--- src/rtl/usb_reg_responder.sv ---
// usb_reg_responder: responder for the SAM3U parallel external bus.
// Synchronises the bus pins, detects read/write strobe edges, issues
// single-cycle register-bus requests with a per-address byte counter,
// and returns read data with an explicit output enable for the pad tristate.
//
// state       | meaning
// ------------+------------------------------------------------------------
// ST_IDLE     | waiting for a write or read start edge
// ST_WRITE    | write accepted, waiting for wrn/cen to return high
// ST_RD_WAIT  | read issued, counting down to the reg_datai capture edge
// ST_RD_DRIVE | read data captured and driven until rdn/cen return high
module usb_reg_responder #(
  parameter int pBYTECNT_SIZE = 7,
  parameter int pRD_LATENCY   = 2
) (
  input  logic                     clk_usb,
  input  logic                     reset_n,
  input  logic [7:0]               usb_addr,
  input  logic [7:0]               usb_din,
  input  logic                     usb_rdn,
  input  logic                     usb_wrn,
  input  logic                     usb_cen,
  output logic [7:0]               usb_dout,
  output logic                     usb_isout,
  output logic [7:0]               reg_address,
  output logic [pBYTECNT_SIZE-1:0] reg_bytecnt,
  output logic [7:0]               reg_datao,
  input  logic [7:0]               reg_datai,
  output logic                     reg_write,
  output logic                     reg_read,
  output logic                     err_both
);

  typedef enum logic [1:0] {
    ST_IDLE     = 2'd0,
    ST_WRITE    = 2'd1,
    ST_RD_WAIT  = 2'd2,
    ST_RD_DRIVE = 2'd3
  } state_t;

  // Down-counter reload: terminal count (0) is reached on the capture edge.
  localparam logic [1:0] LP_LAT_LOAD = 2'(pRD_LATENCY - 1);

  state_t     r_state;
  state_t     w_state_nxt;
  logic [7:0] r_s1_addr;
  logic [7:0] r_s1_din;
  logic       r_s1_rdn;
  logic       r_s1_wrn;
  logic       r_s1_cen;
  logic       r_s2_rdn;
  logic       r_s2_wrn;
  logic       r_s1_vld;
  logic       r_s2_vld;
  logic [1:0] r_lat_cnt;
  logic       r_rd_abort;
  logic       r_have_prev;

  logic w_wr_start;
  logic w_rd_start;
  logic w_wr_release;
  logic w_rd_release;
  logic w_lat_tc;
  logic w_acc_wr;
  logic w_acc_rd;
  logic w_capture;
  logic w_same_addr;

  // Two-stage input capture; valid bits keep the reset value of s2 from
  // looking like an idle-high sample, so a strobe held low through reset
  // release never produces a start edge.
  always_ff @(posedge clk_usb) begin
    if (!reset_n) begin
      r_s1_addr <= 8'h00;
      r_s1_din  <= 8'h00;
      r_s1_rdn  <= 1'b1;
      r_s1_wrn  <= 1'b1;
      r_s1_cen  <= 1'b1;
      r_s2_rdn  <= 1'b1;
      r_s2_wrn  <= 1'b1;
      r_s1_vld  <= 1'b0;
      r_s2_vld  <= 1'b0;
    end else begin
      r_s1_addr <= usb_addr;
      r_s1_din  <= usb_din;
      r_s1_rdn  <= usb_rdn;
      r_s1_wrn  <= usb_wrn;
      r_s1_cen  <= usb_cen;
      r_s2_rdn  <= r_s1_rdn;
      r_s2_wrn  <= r_s1_wrn;
      r_s1_vld  <= 1'b1;
      r_s2_vld  <= r_s1_vld;
    end
  end

  assign w_wr_start   = r_s2_vld & ~r_s1_wrn & r_s2_wrn & ~r_s1_cen;
  assign w_rd_start   = r_s2_vld & ~r_s1_rdn & r_s2_rdn & ~r_s1_cen;
  assign w_wr_release = r_s1_wrn | r_s1_cen;
  assign w_rd_release = r_s1_rdn | r_s1_cen;
  assign w_lat_tc     = (r_lat_cnt == 2'd0);
  assign w_same_addr  = r_have_prev & (r_s1_addr == reg_address);
  assign usb_isout    = (r_state == ST_RD_DRIVE);

  // State register.
  always_ff @(posedge clk_usb) begin
    if (!reset_n) r_state <= ST_IDLE;
    else          r_state <= w_state_nxt;
  end

  // Next-state decode; start edges are only honoured in IDLE, write wins a tie.
  always_comb begin
    w_state_nxt = r_state;
    w_acc_wr    = 1'b0;
    w_acc_rd    = 1'b0;
    w_capture   = 1'b0;
    case (r_state)
      ST_IDLE: begin
        if (w_wr_start) begin
          w_state_nxt = ST_WRITE;
          w_acc_wr    = 1'b1;
        end else if (w_rd_start) begin
          w_state_nxt = ST_RD_WAIT;
          w_acc_rd    = 1'b1;
        end
      end
      ST_WRITE: begin
        if (w_wr_release) w_state_nxt = ST_IDLE;
      end
      ST_RD_WAIT: begin
        if (w_lat_tc) begin
          w_capture   = 1'b1;
          // A host that let go early still gets the capture, but no drive.
          w_state_nxt = (r_rd_abort | w_rd_release) ? ST_IDLE : ST_RD_DRIVE;
        end
      end
      ST_RD_DRIVE: begin
        if (w_rd_release) w_state_nxt = ST_IDLE;
      end
      default: w_state_nxt = ST_IDLE;
    endcase
  end

  // Request pulses, latched request fields, byte counter, read capture.
  always_ff @(posedge clk_usb) begin
    if (!reset_n) begin
      reg_write   <= 1'b0;
      reg_read    <= 1'b0;
      reg_address <= 8'h00;
      reg_datao   <= 8'h00;
      reg_bytecnt <= '0;
      usb_dout    <= 8'h00;
      err_both    <= 1'b0;
      r_have_prev <= 1'b0;
      r_lat_cnt   <= 2'd0;
      r_rd_abort  <= 1'b0;
    end else begin
      reg_write <= w_acc_wr;
      reg_read  <= w_acc_rd;
      if (w_acc_wr | w_acc_rd) begin
        reg_address <= r_s1_addr;
        reg_bytecnt <= w_same_addr ? reg_bytecnt + 1'b1 : '0;
        r_have_prev <= 1'b1;
      end
      if (w_acc_wr) reg_datao <= r_s1_din;
      if (w_acc_wr & w_rd_start) err_both <= 1'b1;
      if (w_acc_rd) begin
        r_lat_cnt  <= LP_LAT_LOAD;
        r_rd_abort <= 1'b0;
      end else if (r_state == ST_RD_WAIT) begin
        if (!w_lat_tc) r_lat_cnt <= r_lat_cnt - 2'd1;
        if (w_rd_release) r_rd_abort <= 1'b1;
      end
      if (w_capture) usb_dout <= reg_datai;
    end
  end

endmodule
--- config.mk ---
export PLATFORM = sky130hd
export DESIGN_NAME = usb_reg_responder
export DESIGN_NICKNAME = d
export VERILOG_FILES = /design/src/rtl/usb_reg_responder.sv
export SDC_FILE = /design/constraint.sdc
export NUM_CORES = 1
export LEC_CHECK = 0
export ABC_AREA = 0
export CELL_PAD_IN_SITES_DETAIL_PLACEMENT = 0
export CELL_PAD_IN_SITES_GLOBAL_PLACEMENT = 1
export CORE_MARGIN = 2
export CORE_UTILIZATION = 35
export DETAILED_ROUTE_END_ITERATION = 10
export GPL_ROUTABILITY_DRIVEN = 0
export PLACE_DENSITY = 0.83
export SLEW_MARGIN = 5
export SYNTH_ARGS = -nofsm -noshare
export SYNTH_HDL_FRONTEND = slang
export SYNTH_SLANG_ARGS = --single-unit
export TNS_END_PERCENT = 10
--- constraint.sdc ---
create_clock -name clk_usb -period 1.85 [get_ports clk_usb]
set_input_delay 0.2775 -clock clk_usb [delete_from_list [all_inputs] [get_ports clk_usb]]
set_output_delay 0.2775 -clock clk_usb [all_outputs]
set_load 0.01 [all_outputs]
* Word level (Yosys, flattened, before mapping) *
Index checks and enable logic that the tools add are counted.

operators by class
  add/subtract/negate cells = 2
  equality and inequality tests = 9
  multiplexer cells = 19
  bitwise logic cells = 17
  reductions and logical operators = 8

operator list
  kind                                              count
  2-to-1 mux 2 bit                                  6
  2-to-1 mux 1 bit                                  11
  AND 1 bit                                         8
  == test 8 bit                                     1
  one-hot mux 2 bit (4 select lines)                1
  adder 7 x 1 -> 7 bit, second input constant       1
  2-to-1 mux 7 bit                                  1
  AND reduction 2 bit                               3
  inverter 1 bit                                    5
  == test 2 bit, second input constant              2
  logical NOT 2 bit                                 2
  != test 2 x 1 -> 1 bit, second input constant     2
  != test 2 bit, second input constant              2
  OR 1 bit                                          4
  AND reduction 4 bit                               1
  != test 3 bit, second input constant              1
  == test 2 x 1 -> 1 bit, second input constant     1
  nonzero test 2 bit                                1
  OR reduction 2 bit                                1
  subtractor 2 x 1 -> 2 bit, second input constant  1

storage, ports and cells
  flip-flop bits (word level) = 63
  input port bits = 29
  output and inout bits = 35
  logic and storage cells = 76

* Depth between registers and ports, before layout *
  depth after elaboration = 9
  depth in mapped cells = 6
  depth with buffers taken out = 6

* Least setup slack after synthesis *
No wires, ideal clock.

  kind = reg2reg
  start = register r_s1_cen
  end = register reg_bytecnt[3]
  library setup time = 0.132 ns
  arrival time = 1.281 ns
  data required time = 1.718 ns
  slack = 0.437 ns
  stages on the path, launching flop included = 7
  path through = dfxtp_1 nand4bb_4 a211o_1 buf_2 buf_2 nand2_1 a31oi_1

on the way
  cells in the longest elaborated chain, start to end = 6
  elaborated cells on any way between the ends = 9

RTL lines
  element                   line    source
  start: declaration        50      logic r_s1_cen;
  start signal: assignment  88      r_s1_cen <= usb_cen;
  inverter 1 bit *          96, 97
  AND 1 bit                 97      assign w_rd_start = r_s2_vld & ~r_s1_rdn & r_s2_rdn & ~r_s1_cen;
  2-to-1 mux 1 bit          121     end else if (w_rd_start) begin
  2-to-1 mux 1 bit          118     if (w_wr_start) begin
  2-to-1 mux 1 bit          116     case (r_state)
  OR 1 bit *                159     if (w_acc_wr | w_acc_rd) begin
  end signal: assignment    161     reg_bytecnt <= w_same_addr ? reg_bytecnt + 1'b1 : '0;
  end: declaration          26      output logic [pBYTECNT_SIZE-1:0] reg_bytecnt,

Every way passes the cells marked *; elsewhere a longest branch is shown, timed or not.
A chain may end at the register's enable or synchronous reset.

* Final worst setup path *
  start = register r_state[0]
  end = output port usb_isout

on the way
  cells in the longest elaborated chain, start to end = 1

RTL lines
  element                   line  source
  start: declaration        44    state_t r_state;
  start signal: assignment  107   else r_state <= w_state_nxt;
  == test 2 bit             102   assign usb_isout = (r_state == ST_RD_DRIVE);
  end: declaration          24    output logic usb_isout,

No other way between the ends.

==> reports/metrics.csv <==
metric,value,unit
status,"finished, final reports clean",
die-area,7310,um2
vdd_ir_drop_max,0.472,mV
setup_viol,0,
multi_input_comb_area,985,um2
synth_xor_area_frac,0.0339,
root_buffer,clkbuf_8,
hold_depth,2,
slew-limit-headroom,0.736,
p_leak,1.12,nW
rsz0062_at_grt,no,
yosysUniqueCellTypes,30,
wire_per_inst,11.7,um
avgViaCountPerCell,4.68,
detailed_place_hpwl,3420,um
hold_viol,0,
synth_compound_area_frac,0.102,
postCtsHoldBufs,0,
grt_pass1_wl,8130,um
portBuffers,63,
row_count,29,
crit_family,buffers and inverters,
hold_path_startpoint,r_s1_din[5]$_SDFF_PN0_,
synth_mux_area_frac,0,
min_to,reg_datao[5]$_SDFFE_PN0P_,
wl,4830,um
drt_iter0_markers,89,
grt_overflow,0,
n_antenna_cell,0,
finalNetCount,362,
setup_slack,0.133,ns
numClockSinks,63,
final_util,0.514,
min_period,1.72,ns
grt_pass1_vias,1806,
cp_data_arrival_time,1.44,ns
synth-simple-area-share,0.277,
cts_tree,yes,
finClkSkew,0.00883,ns
path_max_fanout,11,
power_density,867,nW/um2
initial_core_util,0.364,
syn-num-nets,294,
syn_avg_cell_area,8.84,um2
htree_levels,3,
antenna_found_initial,0,
path_buf_inv,1,
boundaryPins,64,
fin_cells,413,
required,1.57,ns
post_route_cells_drive_above_1_share,0.0982,
r2r-start,r_s1_cen$_SDFF_PN1_,
slew_violations,0,
synthAdderAreaFrac,0.0108,
clk_pin_slew,0.07,ns
clock.fmax,582,MHz
postRouteAntennaNets,0,
post-place-cells,397,
ys_ff_latch,63,
layout_common_cells,"63 x clkdlybuf4s50_1, 61 x dfxtp_1, 56 x nand2_1",
min_period_over_period,0.928,
cp_slowest_cell,clkdlybuf4s50_1,
first_pass_iters,4,
dp_slack,0.288,ns
grt_max_degree,25,
drc,0,
critPathMaxStageDelay,0.53,ns
postSynthCellCount,263,
track_usage,0.143,
ys_seq_area_frac,0.543,
fp.dieH,85.5,um
finalSetupTns,0,ns
area_delta_synth_final,41.1,%
syn_area,2320,um2
reg2reg_depth,4,
hp-class,reg2reg,
tightestPinTransition,0.396,ns
ys_warn_count,0,
timing.rr.end,r_rd_abort$_SDFFE_PP0P_,
core_area,6390,um2
seqCellArea,1260,um2
die_w,85.5,um
critPathLaunchType,flip-flop,
numCtsBuffers,9,
clk_latency,0.34,ns
layout_commonest_cell,clkdlybuf4s50_1,
path_cells,and2_1 -> clkdlybuf4s50_1,
end_kind,primary output,
synth_top_family_by_area,simple AND/OR/NAND/NOR gates,
fillers,612,
cts_buffer_depth,2,
reg2reg_setup_slack,0.29,ns
worstSetupPathType,reg2out,
num_vias,1933,
drv_cap,0,
## worst max path at each step
stage	start	to	slack, ns	depth (start not counted)
final	r_state[0]$_SDFFE_PN0P_	usb_isout	0.13	2
after global routing	r_state[1]$_SDFFE_PN0P_	usb_isout	0.07	2
after global placement	r_s2_vld$_SDFF_PN0_	r_lat_cnt[1]$_SDFFE_PP0N_	0.31	4
after CTS	r_state[0]$_SDFFE_PN0P_	usb_isout	0.0002	2
after floorplan	r_s1_cen$_SDFF_PN1_	reg_bytecnt[3]$_SDFFE_PN0P_	0.44	6
after detailed placement	r_s1_cen$_SDFF_PN1_	r_rd_abort$_SDFFE_PP0P_	0.29	4
## metrics by stage
stage | power, W | cell area, um2 | hold slack, ns
finish | 0.00284 | 3280 | 0.435
global route | 0.00296 | 3280 | 0.452
CTS | 0.00287 | 3280 | 0.437
detailed placement | 0.00158 | 3060 | 0.423
global placement | 0.00158 | 3060 | 0.422
floorplan | 0.00149 | 2320 | 0.305
## cell families after synthesis
kind of cell	after synthesis
and+or+nand+nor	127
DFF	63
AOI/OAI and AO/OA	43
buffers and inverters	19
xor gates and xnor gates	9
adders and majority gates	2
## final cells by class
type                            instances  share of cell area
Clock inverter                          7              0.0298
Inverter                                4             0.00458
Tap cell                               77              0.0294
Clock buffer                            9              0.0378
Multi-Input combinational cell        181               0.300
Sequential cell                        63               0.385
Timing Repair Buffer                   72               0.213
## tightest hold or removal path, stage by stage, from the launching register on
cell and delay (ns):
dfxtp_1 0.30, nand2_1 0.05, a21oi_1 0.05
## metal layers
layer / GRT usage / vias up / part of all wire
li1: - / 1006 / -
met1: 0.180 / 874 / 0.48
met2: 0.211 / 42 / 0.44
met3: 0.0539 / 11 / 0.051
met4: 0.0779 / 0 / 0.023
met5: 0 / - / 0
## cells in the mapped netlist
cell       count  area (um2)
a31oi_1        5        31.3
dfxtp_1       63        1260
inv_1          4        15.0
nand4_1        1        6.26
nand2b_1       5        31.3
a21oi_1       31         155
nand3b_1       2        15.0
nor2b_1        3        18.8
or4b_1         1        10.0
a211o_1        1        8.76
o21ai_0        3        15.0
or4_1          1        7.51
and2_1        18         113
clkbuf_1       8        30.0
nand4bb_1      1        11.3
buf_2          6        30.0
a211oi_2       1        12.5
ha_1           2        25.0
nor3_1         2        10.0
nand3_1       18        90.1
or3_1          1        6.26
buf_1          1        3.75
a211oi_1       2        15.0
nor3_2         2        20.0
nand4bb_4      1        27.5
nor2_1        12        45.0
xnor2_1        9        78.8
or2_2          2        12.5
nand2_1       56         210
nand4b_1       1        8.76
## state kept, by name, summed over array words and instances, names as in the netlist
register,cells
r_lat_cnt,2
r_s2_wrn,1
reg_bytecnt,7
usb_dout,8
r_rd_abort,1
r_s1_cen,1
err_both,1
r_s2_rdn,1
r_s1_rdn,1
r_s1_wrn,1
reg_write,1
reg_datao,8
r_have_prev,1
reg_read,1
r_state,2
r_s1_vld,1
reg_address,8
r_s1_din,8
r_s1_addr,8
r_s2_vld,1
## power by group
part           internal (W)  switching, W  total [W]  leakage, nW
Clock              0.000759      0.000538    0.00130        0.105
Sequential          0.00139     0.0000171    0.00140        0.515
Combinational     0.0000912     0.0000504   0.000142        0.502
Total               0.00224      0.000605    0.00284         1.12
## what timing repair did
item | 4_1_cts | 5_1_grt
endpoints found under the setup margin | 0 | 1
resized for setup | 0 | 2
setup buffers | 0 | 0
hold endpoints to repair | 0 | 0
No activity file was read; power rests on OpenSTA's default activity.
